<file path="src/rtl/multicycle_alu.sv">
// ---------------------------------------------------------------------------
// multicycle_alu
//
// Multi-cycle ALU with a start/busy/done handshake. When a start is accepted,
// the operands and the operation code are captured. The result is computed in
// EXEC, and done_o pulses for one cycle in DONE. The registered result and
// flags hold their values until the next completion or reset.
//
// Operation codes:
//   1 A-B, 2 A|B, 3 A+B, 4 LUI (B<<16), 5 SLL B<<shamt, 6 SRL B>>shamt,
//   7 A&B, 8 ~(A|B).
//   Any other code completes with result 0, zero_o 1 and invalid_op_o 1.
//
// Build option:
//   ALU_SERIAL_SHIFT_EN
//     Defined: codes 5/6 go through a SHIFT state that moves one bit per
//     cycle, so done_o arrives shamt+2 cycles after start.
//     Undefined (default): shifts use a barrel shifter in EXEC, so done_o
//     arrives 2 cycles after start.
//
// Ports:
//   clk              clock; all state changes on the rising edge
//   reset            synchronous active-high reset
//   start_i          start request, accepted in IDLE or DONE
//   alu_operation_i  4-bit operation code
//   a_data_i         operand A
//   b_data_i         operand B
//   shamt_i          5-bit shift amount
//   result_o         registered result
//   zero_o           high when result_o == 0
//   busy_o           high while in EXEC or SHIFT
//   done_o           one-cycle pulse; result_o is valid in that cycle
//   invalid_op_o     the last completed code was unsupported
// ---------------------------------------------------------------------------
module multicycle_alu #(
  parameter int DATA_WIDTH = 32
) (
  input  logic                  clk,
  input  logic                  reset,
  input  logic                  start_i,
  input  logic [3:0]            alu_operation_i,
  input  logic [DATA_WIDTH-1:0] a_data_i,
  input  logic [DATA_WIDTH-1:0] b_data_i,
  input  logic [4:0]            shamt_i,
  output logic [DATA_WIDTH-1:0] result_o,
  output logic                  zero_o,
  output logic                  busy_o,
  output logic                  done_o,
  output logic                  invalid_op_o
);

  localparam logic [3:0] OP_SUB = 4'd1;
  localparam logic [3:0] OP_OR  = 4'd2;
  localparam logic [3:0] OP_ADD = 4'd3;
  localparam logic [3:0] OP_LUI = 4'd4;
  localparam logic [3:0] OP_SLL = 4'd5;
  localparam logic [3:0] OP_SRL = 4'd6;
  localparam logic [3:0] OP_AND = 4'd7;
  localparam logic [3:0] OP_NOR = 4'd8;

`ifdef ALU_SERIAL_SHIFT_EN
  typedef enum logic [1:0] {
    IDLE  = 2'd0,
    EXEC  = 2'd1,
    SHIFT = 2'd2,
    DONE  = 2'd3
  } state_t;
`else
  typedef enum logic [1:0] {
    IDLE = 2'd0,
    EXEC = 2'd1,
    DONE = 2'd3
  } state_t;
`endif

  state_t                state_reg, state_next;
  logic [3:0]            op_reg, op_next;
  logic [DATA_WIDTH-1:0] a_reg, a_next;
  // In the serial build, b_reg is also the working shift register and
  // shamt_reg counts the remaining shift steps.
  logic [DATA_WIDTH-1:0] b_reg, b_next;
  logic [4:0]            shamt_reg, shamt_next;
  logic [DATA_WIDTH-1:0] result_reg, result_next;
  logic                  zero_reg, zero_next;
  logic                  invalid_reg, invalid_next;

  logic                  accept;
  logic [DATA_WIDTH-1:0] exec_result;
  logic                  exec_invalid;

`ifndef ALU_SERIAL_SHIFT_EN
  // Log-depth barrel shifter: stage i shifts by 2**i when shamt bit i is set.
  logic [DATA_WIDTH-1:0] shl_val;
  logic [DATA_WIDTH-1:0] shr_val;

  always_comb begin
    shl_val = b_reg;
    shr_val = b_reg;
    for (int i = 0; i < 5; i++) begin
      if (shamt_reg[i]) begin
        shl_val = shl_val << (1 << i);
        shr_val = shr_val >> (1 << i);
      end
    end
  end
`endif

  // Result of the single-cycle operations, computed from the captured inputs.
  always_comb begin
    exec_result  = '0;
    exec_invalid = 1'b0;
    case (op_reg)
      OP_SUB: exec_result = a_reg - b_reg;
      OP_OR:  exec_result = a_reg | b_reg;
      OP_ADD: exec_result = a_reg + b_reg;
      OP_LUI: exec_result = b_reg << 16;
`ifdef ALU_SERIAL_SHIFT_EN
      // Shift codes never enter EXEC in this build.
      OP_SLL, OP_SRL: exec_result = '0;
`else
      OP_SLL: exec_result = shl_val;
      OP_SRL: exec_result = shr_val;
`endif
      OP_AND: exec_result = a_reg & b_reg;
      OP_NOR: exec_result = ~(a_reg | b_reg);
      default: begin
        exec_result  = '0;
        exec_invalid = 1'b1;
      end
    endcase
  end

  assign accept = start_i && ((state_reg == IDLE) || (state_reg == DONE));

  always_comb begin
    state_next   = state_reg;
    op_next      = op_reg;
    a_next       = a_reg;
    b_next       = b_reg;
    shamt_next   = shamt_reg;
    result_next  = result_reg;
    zero_next    = zero_reg;
    invalid_next = invalid_reg;

    case (state_reg)
      IDLE: state_next = IDLE;
      EXEC: begin
        result_next  = exec_result;
        zero_next    = (exec_result == '0);
        invalid_next = exec_invalid;
        state_next   = DONE;
      end
`ifdef ALU_SERIAL_SHIFT_EN
      SHIFT: begin
        if (shamt_reg != 5'd0) begin
          b_next     = (op_reg == OP_SLL) ? (b_reg << 1) : (b_reg >> 1);
          shamt_next = shamt_reg - 5'd1;
        end else begin
          result_next  = b_reg;
          zero_next    = (b_reg == '0);
          invalid_next = 1'b0;
          state_next   = DONE;
        end
      end
`endif
      DONE:    state_next = IDLE;
      default: state_next = IDLE;
    endcase

    // A start can only be accepted in IDLE or DONE, so this overrides
    // nothing but the idle/return transition chosen above.
    if (accept) begin
      op_next    = alu_operation_i;
      a_next     = a_data_i;
      b_next     = b_data_i;
      shamt_next = shamt_i;
`ifdef ALU_SERIAL_SHIFT_EN
      if ((alu_operation_i == OP_SLL) || (alu_operation_i == OP_SRL)) begin
        state_next = SHIFT;
      end else begin
        state_next = EXEC;
      end
`else
      state_next = EXEC;
`endif
    end
  end

  always_ff @(posedge clk) begin
    if (reset) begin
      state_reg   <= IDLE;
      op_reg      <= '0;
      a_reg       <= '0;
      b_reg       <= '0;
      shamt_reg   <= '0;
      result_reg  <= '0;
      zero_reg    <= 1'b1;
      invalid_reg <= 1'b0;
    end else begin
      state_reg   <= state_next;
      op_reg      <= op_next;
      a_reg       <= a_next;
      b_reg       <= b_next;
      shamt_reg   <= shamt_next;
      result_reg  <= result_next;
      zero_reg    <= zero_next;
      invalid_reg <= invalid_next;
    end
  end

  assign result_o     = result_reg;
  assign zero_o       = zero_reg;
  assign invalid_op_o = invalid_reg;
  assign done_o       = (state_reg == DONE);
`ifdef ALU_SERIAL_SHIFT_EN
  assign busy_o       = (state_reg == EXEC) || (state_reg == SHIFT);
`else
  assign busy_o       = (state_reg == EXEC);
`endif

endmodule
</file>
<file path="config.mk">
export PLATFORM = sky130hd
export DESIGN_NAME = multicycle_alu
export DESIGN_NICKNAME = d
export VERILOG_FILES = /design/src/rtl/multicycle_alu.sv
export SDC_FILE = /design/constraint.sdc
export NUM_CORES = 1
export LEC_CHECK = 0
export ABC_AREA = 1
export BUFFER_PORTS_ARGS = -buffer_cell sky130_fd_sc_hd__buf_2
export CORE_MARGIN = 1
export CORE_UTILIZATION = 45
export CTS_BUF_LIST = sky130_fd_sc_hd__clkbuf_4
export CTS_CLUSTER_DIAMETER = 30
export CTS_CLUSTER_SIZE = 8
export DETAILED_ROUTE_END_ITERATION = 8
export GPL_TIMING_DRIVEN = 0
export PLACE_DENSITY = 0.67
export SLEW_MARGIN = 20
export SYNTH_ARGS = -nofsm -noshare
export SYNTH_HDL_FRONTEND = slang
export SYNTH_SLANG_ARGS = --single-unit
</file>
<file path="constraint.sdc">
create_clock -name clk -period 9.35 [get_ports clk]
set_input_delay 0 -clock clk [delete_from_list [all_inputs] [get_ports clk]]
set_output_delay 0 -clock clk [all_outputs]
set_load 0.005 [all_outputs]
</file>
==> impl_metrics.prom <==
# TYPE chip_impl_metric gauge
chip_impl_metric{name="maxSlewHeadroom",unit="%"} 37.5
chip_impl_metric{name="proportion_of_synthesized_flip_flops_having_asynchronous_set_or_reset",unit="%"} 0
chip_impl_metric{name="hold_path_depth",unit=""} 4
chip_impl_metric{name="layout_worst_path_cycle_share",unit="%"} 48.9
chip_impl_metric{name="detailedPlacementHpwl",unit="um"} 50100
chip_impl_metric{name="worstSkewPairLatency",unit="ps"} 580
chip_impl_metric{name="ys_warn_count",unit=""} 0
chip_impl_metric{name="endpoint_arrival_time_on_the_critical_path",unit="ps"} 5020
chip_impl_metric{name="final.setup.tns",unit="ps"} 0
chip_impl_info{name="yosys.area.top_type",value="nand3_1"} 1
chip_impl_metric{name="drt_iter0_markers",unit=""} 2908
chip_impl_metric{name="floorplan.io_pins",unit=""} 112
chip_impl_metric{name="coreArea",unit="mm^2"} 0.0251
chip_impl_metric{name="fp.dieArea",unit="mm^2"} 0.0262
chip_impl_metric{name="powerDensity",unit="mW/mm^2"} 172
chip_impl_metric{name="post_synth_num_cell_types",unit=""} 32
chip_impl_metric{name="maximum_ir_drop_on_the_vdd_rail",unit="V"} 0.000106
chip_impl_info{name="cts_root_buffer",value="clkbuf_4"} 1
chip_impl_metric{name="cp.depth",unit=""} 25
chip_impl_metric{name="setup_viol_count_final",unit=""} 0
chip_impl_metric{name="cts.repair_timing.setup_buffer_count",unit=""} 0
chip_impl_metric{name="grt_max_degree",unit=""} 24
chip_impl_metric{name="critical_path.n_buffers_inverters",unit=""} 5
chip_impl_metric{name="route.antenna.remaining_nets",unit=""} 0
chip_impl_metric{name="grt_overflow",unit=""} 0
chip_impl_metric{name="tritoncts_num_sinks",unit=""} 109
chip_impl_metric{name="postSynthRegisterBits",unit=""} 109
chip_impl_info{name="status",value="complete, no violations"} 1
chip_impl_info{name="endpoint_kind",value="flop"} 1
chip_impl_info{name="critPathTopFamily",value="simple AND/OR/NAND/NOR gates"} 1
chip_impl_metric{name="routed_wl",unit="um"} 64600
chip_impl_metric{name="finalClockSkew",unit="ps"} 92.5
chip_impl_metric{name="post_drt_via_cell_ratio",unit=""} 6.25
chip_impl_info{name="cp_slowest_cell",value="nor2_1"} 1
chip_impl_info{name="crit_path_start_kind",value="flop"} 1
chip_impl_info{name="synth_top_cells_by_area",value="nand3_1 (20%), dfxtp_1 (19%), nand2_1 (16%), nor2_1 (8.8%), inv_1 (7.1%)"} 1
chip_impl_metric{name="static-leakage-power",unit="uW"} 0.00678
chip_impl_metric{name="cts_repair_resize_count",unit=""} 0
chip_impl_info{name="grt_setup_unrepaired",value="false"} 1
chip_impl_metric{name="cts-root-to-sink-buffers",unit=""} 2
chip_impl_metric{name="clock_network_power_share",unit="%"} 12.2
chip_impl_metric{name="synth_edf_count",unit=""} 0
chip_impl_info{name="synthFlopType",value="dfxtp_1"} 1
chip_impl_metric{name="postPlaceCellArea",unit="mm^2"} 0.0125
chip_impl_metric{name="finalCoreUtilization",unit="%"} 53.3
chip_impl_metric{name="avgRoutedWirePerCell",unit="um"} 24.3
chip_impl_metric{name="finish.net_count",unit=""} 2435
chip_impl_metric{name="postCtsHoldBufs",unit=""} 74
chip_impl_metric{name="number_of_optimization_iterations_in_the_first_detailed_route_pass",unit=""} 9
chip_impl_metric{name="syn-cell-area",unit="mm^2"} 0.0115
chip_impl_metric{name="h_tree_levels",unit=""} 3
chip_impl_metric{name="cts.reportedPaths.clkPinSlew",unit="ps"} 300
chip_impl_metric{name="worst_ep_required_time",unit="ps"} 9800
chip_impl_info{name="criticalPathCategory",value="flop to flop"} 1
chip_impl_metric{name="path_max_fanout",unit=""} 10
chip_impl_metric{name="layout.filler_cells",unit=""} 2678
chip_impl_metric{name="antenna_found_initial",unit=""} 4
chip_impl_metric{name="initial_core_util",unit="%"} 45.8
chip_impl_info{name="min_path_type",value="input pin to flop"} 1
chip_impl_metric{name="layout.cell_area.non_filler",unit="mm^2"} 0.0134
chip_impl_metric{name="timing.final.crit_period",unit="ps"} 4580
chip_impl_metric{name="grt_use_total",unit="%"} 48.5
chip_impl_metric{name="via_count_of_the_first_global_routing_pass",unit=""} 14900
chip_impl_metric{name="tritoncts.num_buffers",unit=""} 9
chip_impl_metric{name="tightestPinTransition",unit="ps"} 938
chip_impl_metric{name="synth_fp_nets",unit=""} 2239
chip_impl_metric{name="sequentialPowerShare",unit="%"} 26.2
chip_impl_metric{name="power.internal",unit="uW"} 995
chip_impl_metric{name="synth_seq_area_share",unit="%"} 19.0
chip_impl_metric{name="seq_area",unit="mm^2"} 0.00218
chip_impl_metric{name="syn_avg_cell_area",unit="um^2"} 5.42
chip_impl_metric{name="remaining_drc_errors",unit=""} 0
chip_impl_metric{name="net-switching-power",unit="uW"} 1310
chip_impl_metric{name="place_inst",unit=""} 2562
chip_impl_metric{name="power_frac_comb",unit="%"} 61.6
chip_impl_metric{name="final_max_slew_viol_count",unit=""} 0
chip_impl_metric{name="die_y",unit="um"} 162
chip_impl_metric{name="finalNonFillerCells",unit=""} 2655
chip_impl_metric{name="worst-r2r-cell-count",unit=""} 25
chip_impl_metric{name="multiInputGateArea",unit="mm^2"} 0.00800
chip_impl_info{name="crit_path_frequent_cell",value="nand2_1"} 1
chip_impl_metric{name="synth_top_area_share",unit="%"} 20.0
chip_impl_metric{name="cap_viol_max_count",unit=""} 0
chip_impl_info{name="tritoncts",value="yes"} 1
chip_impl_metric{name="placement_rows",unit=""} 58
chip_impl_metric{name="hold_violations",unit=""} 0
chip_impl_metric{name="syn_to_final_growth",unit="%"} 16.3
chip_impl_metric{name="final_layout_size_suffix_gt1_share",unit="%"} 7.97
chip_impl_metric{name="gp_congestion",unit=""} 1.08
chip_impl_metric{name="synthesis.instances",unit=""} 2121
chip_impl_metric{name="die-width",unit="um"} 162
chip_impl_metric{name="route.vias.total",unit=""} 16600
chip_impl_metric{name="fraction_of_power_spent_switching_nets",unit="%"} 56.8
chip_impl_metric{name="achievable-frequency",unit="GHz"} 0.219
chip_impl_metric{name="wire_length_of_the_first_global_routing_pass",unit="um"} 92600
chip_impl_metric{name="cp_slowest_stage_delay",unit="ps"} 570
chip_impl_metric{name="port_buffers",unit=""} 111
-- placed cells by master, fill, tap and decap left out, drive strengths merged --
| cell | count |
|---|---|
| and2 | 5 |
| nand3b | 12 |
| o211ai | 10 |
| o21ai | 141 |
| nor3 | 49 |
| buf | 156 |
| a21boi | 1 |
| a21o | 2 |
| diode | 3 |
| clkbuf | 71 |
| ha | 41 |
| and3 | 2 |
| o41ai | 1 |
| nand3 | 459 |
| nor2 | 275 |
| xor2 | 29 |
| clkinv | 3 |
| a21oi | 107 |
| a211oi | 2 |
| inv | 235 |
| fa | 1 |
| dfxtp | 109 |
| dlygate4sd3 | 74 |
| o21bai | 3 |
| a31oi | 2 |
| or2 | 1 |
| nand2 | 496 |
| nand4 | 35 |
-- through the flow --
step	setup slack [ps]	hold WS [ps]	total power [uW]
after floorplan	6070	160	1440
after global placement	5150	252	1900
after detailed placement	5150	262	1910
after CTS	5000	236	2210
after global routing	4540	261	2410
final	4770	239	2310
-- worst paths after layout --
| check | endpoint | slack [ps] | start |
|---|---|---|---|
| worst max-delay path | zero_o | 4770 | op_reg[0] |
| worst max register to register | zero_o | 4770 | op_reg[0] |
| worst min-delay path | b_reg[13] | 240 | b_data_i[13] |
| worst min register to register | invalid_op_o | 500 | invalid_op_o |
-- final cells by class --
cell class | count | area share, %
multi-input combinational | 1674 | 59.8
inverter | 231 | 6.48
timing repair buffer | 185 | 9.69
antenna | 3 | 0.0561
clock inverter | 7 | 0.683
clock buffer | 9 | 0.505
sequential | 109 | 16.3
tap | 330 | 3.09
buffer | 107 | 3.40
-- worst reg2reg max path, cell delays in order (launching register included) --
cell and delay, ps:
dfxtp_1 350, buf_2 160, nand2_1 90, nor2_1 410
inv_2 60, buf_2 210, buf_1 280, nand2_1 160
xor2_1 280, ha_1 290, nand2_1 120, nor2_1 160
nand2_1 80, nand2_1 180, nand2_1 80, nand3_1 140
nand3_1 240, nor2_1 570, nand2_1 110, inv_1 80
nand2_1 40, nor2_1 110, nand2_1 70, nor2_1 120
nand3_1 90, nand2_1 60
-- logic make-up after synthesis --
group                      Yosys count  synth area share [%]
AOI/OAI and AO/OA                  269                  12.2
buffers and inverters              338                  11.5
adders and majority gates           42                  4.63
and+or+nand+nor                   1334                  50.5
xor gates and xnor gates            29                  2.21
DFF                                109                  19.0
-- per-layer routing --
metal  wire length [um]  global-route usage, %  vias to the layer above
li1                   -                      -                     7394
met1              24600                   63.6                     7489
met2              25300                   69.0                     1466
met3              10300                   16.3                      236
met4               4360                   26.9                        2
met5                 13                      0                        -
-- Yosys cell counts (2+ instances only) --
library cell  number
a31oi_1            2
nand3_1          459
nand3b_1          12
ha_1              41
nor2_1           270
inv_2             13
inv_1            218
dfxtp_1          109
o21ai_0          133
buf_2             34
nand4_1           35
nand2_1          495
nor3_1            49
clkbuf_1          62
a21o_1             2
a21oi_1          107
o21ai_1            8
and2_1             5
o21bai_1           3
xor2_1            29
o211ai_1          10
buf_1              8
nor2_2             5
and3_1             2
buf_4              3
-- power by group through the flow --
stage	clock [uW]	sequential, uW	combinational (uW)
final	281	604	1420
after global routing	290	602	1520
after CTS	273	593	1340
after detailed placement	0	603	1310
after global placement	0	602	1300
after floorplan	0	565	880
(Power assumes the default switching activity.)
